<file path="src/rtl/uart_bram_loader.sv">
// uart_bram_loader: decodes UART bytes into core commands, or fills BRAM A/B sequentially after a load opcode.
// Latency: 1 cycle from rx_ready to command / bad_cmd / write strobe / write_done; every output is a flop.
// Backpressure: none; one byte per rx_ready, back-to-back accepted. Define UART_LOAD_TIMEOUT_EN for an inter-byte load timeout.
module uart_bram_loader #(
   parameter int N_BYTES        = 1024,
   parameter int TIMEOUT_CYCLES = 1_000_000
) (
   input  logic       clk,
   input  logic       rst,
   input  logic       rx_ready,
   input  logic [7:0] rx_data,
   input  logic       coprocessor_busy,
   output logic [2:0] command,
   output logic       ena_A,
   output logic       wea_A,
   output logic [9:0] addra_A,
   output logic [7:0] dina_A,
   output logic       ena_B,
   output logic       wea_B,
   output logic [9:0] addra_B,
   output logic [7:0] dina_B,
   output logic       loader_busy,
   output logic       write_done,
   output logic       bad_cmd
);

   typedef enum logic [1:0] {IDLE = 2'd0, LOAD_A = 2'd1, LOAD_B = 2'd2} state_t;

   localparam logic [9:0] LAST_ADDR = 10'(N_BYTES - 1);
   localparam logic [7:0] OP_LOAD_A = 8'h11;
   localparam logic [7:0] OP_LOAD_B = 8'h12;

   state_t     state_q, state_d;
   logic [9:0] cnt_q, cnt_d;
   logic [2:0] command_q, command_d;
   logic       ena_a_q, ena_a_d, wea_a_q, wea_a_d;
   logic [9:0] addra_a_q, addra_a_d;
   logic [7:0] dina_a_q, dina_a_d;
   logic       ena_b_q, ena_b_d, wea_b_q, wea_b_d;
   logic [9:0] addra_b_q, addra_b_d;
   logic [7:0] dina_b_q, dina_b_d;
   logic       loader_busy_q, loader_busy_d;
   logic       write_done_q, write_done_d;
   logic       bad_cmd_q, bad_cmd_d;
   logic       tmo_hit;

`ifdef UART_LOAD_TIMEOUT_EN
   localparam int              TW       = $clog2(TIMEOUT_CYCLES + 1);
   localparam logic [TW-1:0]   TMO_LAST = TW'(TIMEOUT_CYCLES - 1);
   logic [TW-1:0] tmo_q, tmo_d;

   // Abort the load when TIMEOUT_CYCLES edges pass without a byte.
   assign tmo_hit = (state_q != IDLE) && !rx_ready && (tmo_q == TMO_LAST);

   // Idle-cycle counter: runs only inside a load, restarts on every byte.
   always_comb begin
      tmo_d = '0;
      if (state_q != IDLE && !rx_ready && !tmo_hit) begin
         tmo_d = tmo_q + 1'b1;
      end
   end

   // Idle-cycle counter register.
   always_ff @(posedge clk or posedge rst) begin
      if (rst) tmo_q <= '0;
      else     tmo_q <= tmo_d;
   end
`else
   // No timeout hardware: a load waits forever; the parameter only keeps the interface uniform.
   assign tmo_hit = 1'b0 & (TIMEOUT_CYCLES == 0);
`endif

   // Opcode decode in IDLE, data write path in LOAD_x; pulses default low, BRAM address/data hold.
   always_comb begin
      state_d      = state_q;
      cnt_d        = cnt_q;
      command_d    = 3'd0;
      bad_cmd_d    = 1'b0;
      write_done_d = 1'b0;
      ena_a_d      = 1'b0;
      wea_a_d      = 1'b0;
      addra_a_d    = addra_a_q;
      dina_a_d     = dina_a_q;
      ena_b_d      = 1'b0;
      wea_b_d      = 1'b0;
      addra_b_d    = addra_b_q;
      dina_b_d     = dina_b_q;
      case (state_q)
         IDLE: begin
            if (rx_ready) begin
               if (rx_data[7:3] == 5'd0 && rx_data[2:0] != 3'd0) begin
                  // Core commands are refused rather than queued while the core is busy.
                  if (coprocessor_busy) bad_cmd_d = 1'b1;
                  else                  command_d = rx_data[2:0];
               end else if (rx_data == OP_LOAD_A) begin
                  state_d = LOAD_A;
                  cnt_d   = 10'd0;
               end else if (rx_data == OP_LOAD_B) begin
                  state_d = LOAD_B;
                  cnt_d   = 10'd0;
               end else begin
                  bad_cmd_d = 1'b1;
               end
            end
         end
         LOAD_A, LOAD_B: begin
            if (rx_ready) begin
               if (state_q == LOAD_A) begin
                  ena_a_d   = 1'b1;
                  wea_a_d   = 1'b1;
                  addra_a_d = cnt_q;
                  dina_a_d  = rx_data;
               end else begin
                  ena_b_d   = 1'b1;
                  wea_b_d   = 1'b1;
                  addra_b_d = cnt_q;
                  dina_b_d  = rx_data;
               end
               if (cnt_q == LAST_ADDR) begin
                  write_done_d = 1'b1;
                  cnt_d        = 10'd0;
                  state_d      = IDLE;
               end else begin
                  cnt_d = cnt_q + 10'd1;
               end
            end else if (tmo_hit) begin
               bad_cmd_d = 1'b1;
               cnt_d     = 10'd0;
               state_d   = IDLE;
            end
         end
         default: state_d = IDLE;
      endcase
      loader_busy_d = (state_d != IDLE);
   end

   // State and registered outputs; reset aborts any load and zeroes every output.
   always_ff @(posedge clk or posedge rst) begin
      if (rst) begin
         state_q       <= IDLE;
         cnt_q         <= '0;
         command_q     <= '0;
         ena_a_q       <= 1'b0;
         wea_a_q       <= 1'b0;
         addra_a_q     <= '0;
         dina_a_q      <= '0;
         ena_b_q       <= 1'b0;
         wea_b_q       <= 1'b0;
         addra_b_q     <= '0;
         dina_b_q      <= '0;
         loader_busy_q <= 1'b0;
         write_done_q  <= 1'b0;
         bad_cmd_q     <= 1'b0;
      end else begin
         state_q       <= state_d;
         cnt_q         <= cnt_d;
         command_q     <= command_d;
         ena_a_q       <= ena_a_d;
         wea_a_q       <= wea_a_d;
         addra_a_q     <= addra_a_d;
         dina_a_q      <= dina_a_d;
         ena_b_q       <= ena_b_d;
         wea_b_q       <= wea_b_d;
         addra_b_q     <= addra_b_d;
         dina_b_q      <= dina_b_d;
         loader_busy_q <= loader_busy_d;
         write_done_q  <= write_done_d;
         bad_cmd_q     <= bad_cmd_d;
      end
   end

   assign command     = command_q;
   assign ena_A       = ena_a_q;
   assign wea_A       = wea_a_q;
   assign addra_A     = addra_a_q;
   assign dina_A      = dina_a_q;
   assign ena_B       = ena_b_q;
   assign wea_B       = wea_b_q;
   assign addra_B     = addra_b_q;
   assign dina_B      = dina_b_q;
   assign loader_busy = loader_busy_q;
   assign write_done  = write_done_q;
   assign bad_cmd     = bad_cmd_q;

endmodule
</file>
<file path="config.mk">
export PLATFORM = sky130hd
export DESIGN_NAME = uart_bram_loader
export DESIGN_NICKNAME = d
export VERILOG_FILES = /design/src/rtl/uart_bram_loader.sv
export SDC_FILE = /design/constraint.sdc
export NUM_CORES = 1
export LEC_CHECK = 0
export ABC_AREA = 0
export CORE_ASPECT_RATIO = 1.75
export CORE_UTILIZATION = 53
export DETAILED_ROUTE_END_ITERATION = 12
export PLACE_DENSITY = 0.84
export SLEW_MARGIN = 40
export SYNTH_ARGS = -nofsm -noshare
export SYNTH_HDL_FRONTEND = slang
export SYNTH_SLANG_ARGS = --single-unit
</file>
<file path="constraint.sdc">
create_clock -name clk -period 5.85 [get_ports clk]
set_input_delay 0.585 -clock clk [delete_from_list [all_inputs] [get_ports clk]]
set_output_delay 0.585 -clock clk [all_outputs]
set_load 0.005 [all_outputs]
</file>
==> summary.md <==
| Metric | Value |
|---|---|
| Synthesized instance count | 234 |
| Most frequent cells in the layout | nand2_1, clkdlybuf4s50_1, dfrtp_1 |
| Period minus WS final | 2483 ps |
| Clock Sinks | 56 |
| 1st-pass router iterations | 4 |
| Final setup viols | 0 |
| CTS root buf | clkbuf_8 |
| Initial antenna violation count | 0 |
| Routability Congestion | 0.8936 |
| Area Overhead vs Synth | 28.05% |
| CTS resizes | 0 |
| PD cells | 430.1 nW/um^2 |
| Slew Viols, Final | 0 |
| Commonest non-fill, non-tap cell in the layout | nand2_1 |
| Clock skew | 12.06 ps |
| Starting density of the core | 0.5580 |
| Main flop type after synthesis | dfrtp_1 |
| Tot GR Track Use | 0.2560 |
| Reg2reg setup slack | 3370 ps |
| Setup crit end kind | flip-flop |
| Worst-path clk slew | 110 ps |
| Fill count | 322 |
| Worst reg2reg endpoint | dina_B[6]$_DFFE_PP0P_ |
| Cell area after layout | 3176 um^2 |
| Critical path cell sequence | inv_1 > ha_1 > nand2_1 > or2_1 > inv_1 > nand2_1 > nand2_1 |
| Register bit total from synthesis | 56 |
| EDFF count, synth | 0 |
| Antenna diode count | 0 |
| First-pass GRT wire length | 9.183 mm |
| Initial drt markers | 59 |
| Slew margin rel. | 0.5513 |
| Core area | 4444 um^2 |
| Die Wd | 53.71 um |
| Leakage | 1.497 nW |
| Top cell by count, worst path | nand2_1 |
| Status | complete, no violations |
| Hold Fails Final Rpt | 0 |
| RSZ-0062 raised after global routing | false |
| Routed wire length | 5.497 mm |
| VDD IR-drop max | 342.5 uV |
| CP Depth | 7 |
| WP data required | 6050 ps |
| Synthesized area | 2480 um^2 |
| CTS Buf Count | 5 |
| Worst skew pair latency | 310 ps |
| Vias in the first global route | 1966 |
| Max incr delay on CP | 560 ps |
| Post-CTS Setup Inserts | 0 |
| Die area | 4968 um^2 |
| I/O pin total | 58 |
| Pin count of the biggest net entering global routing | 57 |
| Arrival @ worst endpoint | 2680 ps |
| Crit path from | state_q[0]$_DFF_PP0_ |
| Placed cell areas | 3062 um^2 |
| CTS tree | built |
| Dpl hpwl | 3.942 mm |
| Synthesized Nets | 250 |
| GR Overflow Total | 0 |
| Critical path endpoint | dina_B[6]$_DFFE_PP0P_ |
| Highest-delay cell along the critical path | or2_1 |
| Async S/R FF share, synth | 1.000 |
| Crit Path Max Fanout | 22 |
| Sequential area share after synthesis | 0.5651 |
| Nets | 303 |
| Fmax | 402.7 MHz |
| Vias/cell | 5.690 |
| H-Tree Depth | 2 |
| Remaining antenna violation count | 0 |
| Worst-Margin Slew | 673.0 ps |
| Post-route DRC | 0 |
| Startpoint Class | flip-flop |
| Max Cap Viol | 0 |
| Classification of the worst setup path | reg2reg |
| Setup tns final | 0 ps |
| Port buffer count | 57 |
| Hold Startpoint | dina_B[2]$_DFFE_PP0P_ |
| R2r worst-path depth | 7 |
| Via count | 1929 |
| Buf+Inv Stages, Crit Path | 2 |
| Hold Crit Class | reg2reg |
| Avg Cell Area, Syn | 10.60 um^2 |
| Yosys cell types | 40 |
| Crit share post-route | 0.4245 |
| Max clock buf depth | 2 |
| Layout cells sized above 1 | 0.1076 |
| Post-DR wirelength/cell | 16.22 um |
| Synth warnings | 0 |
| Die H | 92.49 um |
| Crit path max-delay family | simple AND/OR/NAND/NOR gates |
| Hold Buf Count CTS | 0 |
| FF-to-FF Start | state_q[0]$_DFF_PP0_ |
| Row count | 32 |
==> routing by layer <==
| metal | vias up | track usage | routed length (um) |
|---|---|---|---|
| met2 | 65 | 0.4249 | 2962 |
| met5 | - | 0 | 0 |
| met1 | 944 | 0.2950 | 2116 |
| met4 | 0 | 0.1447 | 201 |
| li1 | 902 | - | - |
| met3 | 18 | 0.04433 | 217 |
==> sequential cells by signal (all words and copies together), names as in the netlist <==
register,flops
loader_busy,1
bad_cmd,1
cnt_q,10
addra_B,10
addra_A,10
state_q,2
dina_A,8
dina_B,8
command,3
wea_B,1
wea_A,1
write_done,1
==> worst register-to-register path, stage by stage (launching register included) <==
cell and delay, ps:
dfrtp_1 440, inv_1 100, ha_1 430, nand2_1 180
or2_1 560, inv_1 430, nand2_1 190, nand2_1 60
==> layout make-up <==
cell class                      count  area [um^2]  area share
Sequential cell                    56         1401      0.4413
Multi-Input combinational cell    155        979.7      0.3085
Timing Repair Buffer               58        578.1      0.1820
Clock buffer                        6        72.57     0.02285
Tap cell                           51        63.81     0.02009
Inverter                           11        41.29     0.01300
Clock inverter                      2        38.79     0.01221
==> through the flow <==
step	std cells	hold slack [ps]	total power [mW]	util	setup WS, ps
after detailed placement	331	471.2	1.120	0.6889	3164
after global placement	331	459.3	1.102	0.6889	2927
after CTS	339	496.7	1.376	0.7140	3359
after global routing	339	519.4	1.468	0.7145	3094
final	339	493.8	1.366	0.7145	3367
after floorplan	234	469.7	0.8538	-	3714
==> report_power, final <==
| part | internal, mW | switching [mW] | total [mW] |
|---|---|---|---|
| sequential | 0.496 | 0.0747 | 0.570 |
| combinational | 0.293 | 0.247 | 0.540 |
| clock | 0.130 | 0.126 | 0.255 |
==> synthesized netlist by cell type, types with 3 or more instances <==
library cell   n  area, um^2
a21oi_1        4       20.02
a31oi_1        4       25.02
and3_1         3       18.77
clkbuf_1       7       26.28
dfrtp_1       56        1401
ha_1           4       50.05
inv_1         11       41.29
mux2_2        15       168.9
nand2_1       62       232.7
nand2b_1       4       25.02
nand3_1        4       20.02
nor2_1         3       11.26
nor3_1         5       25.02
o21ai_0       13       65.06
o22ai_1        3       18.77
o31ai_1        3       22.52
==> worst min path at each step <==
stage / end / slack (ps) / depth (start not counted)
2_1_floorplan: dina_B[2]$_DFFE_PP0P_ / 470 / 2
3_3_place_gp: addra_B[1]$_DFFE_PP0P_ / 460 / 2
3_5_place_dp: dina_B[2]$_DFFE_PP0P_ / 470 / 2
4_1_cts: dina_B[2]$_DFFE_PP0P_ / 500 / 2
5_1_grt: dina_B[2]$_DFFE_PP0P_ / 520 / 2
6_report: dina_B[2]$_DFFE_PP0P_ / 490 / 2
==> cells by family (layout without fill, tap and decap cells) <==
group,after synthesis,after routing,synth area share
muxes,15,15,0.06811
adders and majority gates,4,4,0.02018
DFF,56,56,0.5651
xor gates and xnor gates,1,1,0.003532
and+or+nand+nor,93,93,0.1695
buffers and inverters,23,77,0.04087
AOI/OAI and AO/OA,42,42,0.1327
No activity file was read; power rests on OpenSTA's default activity.
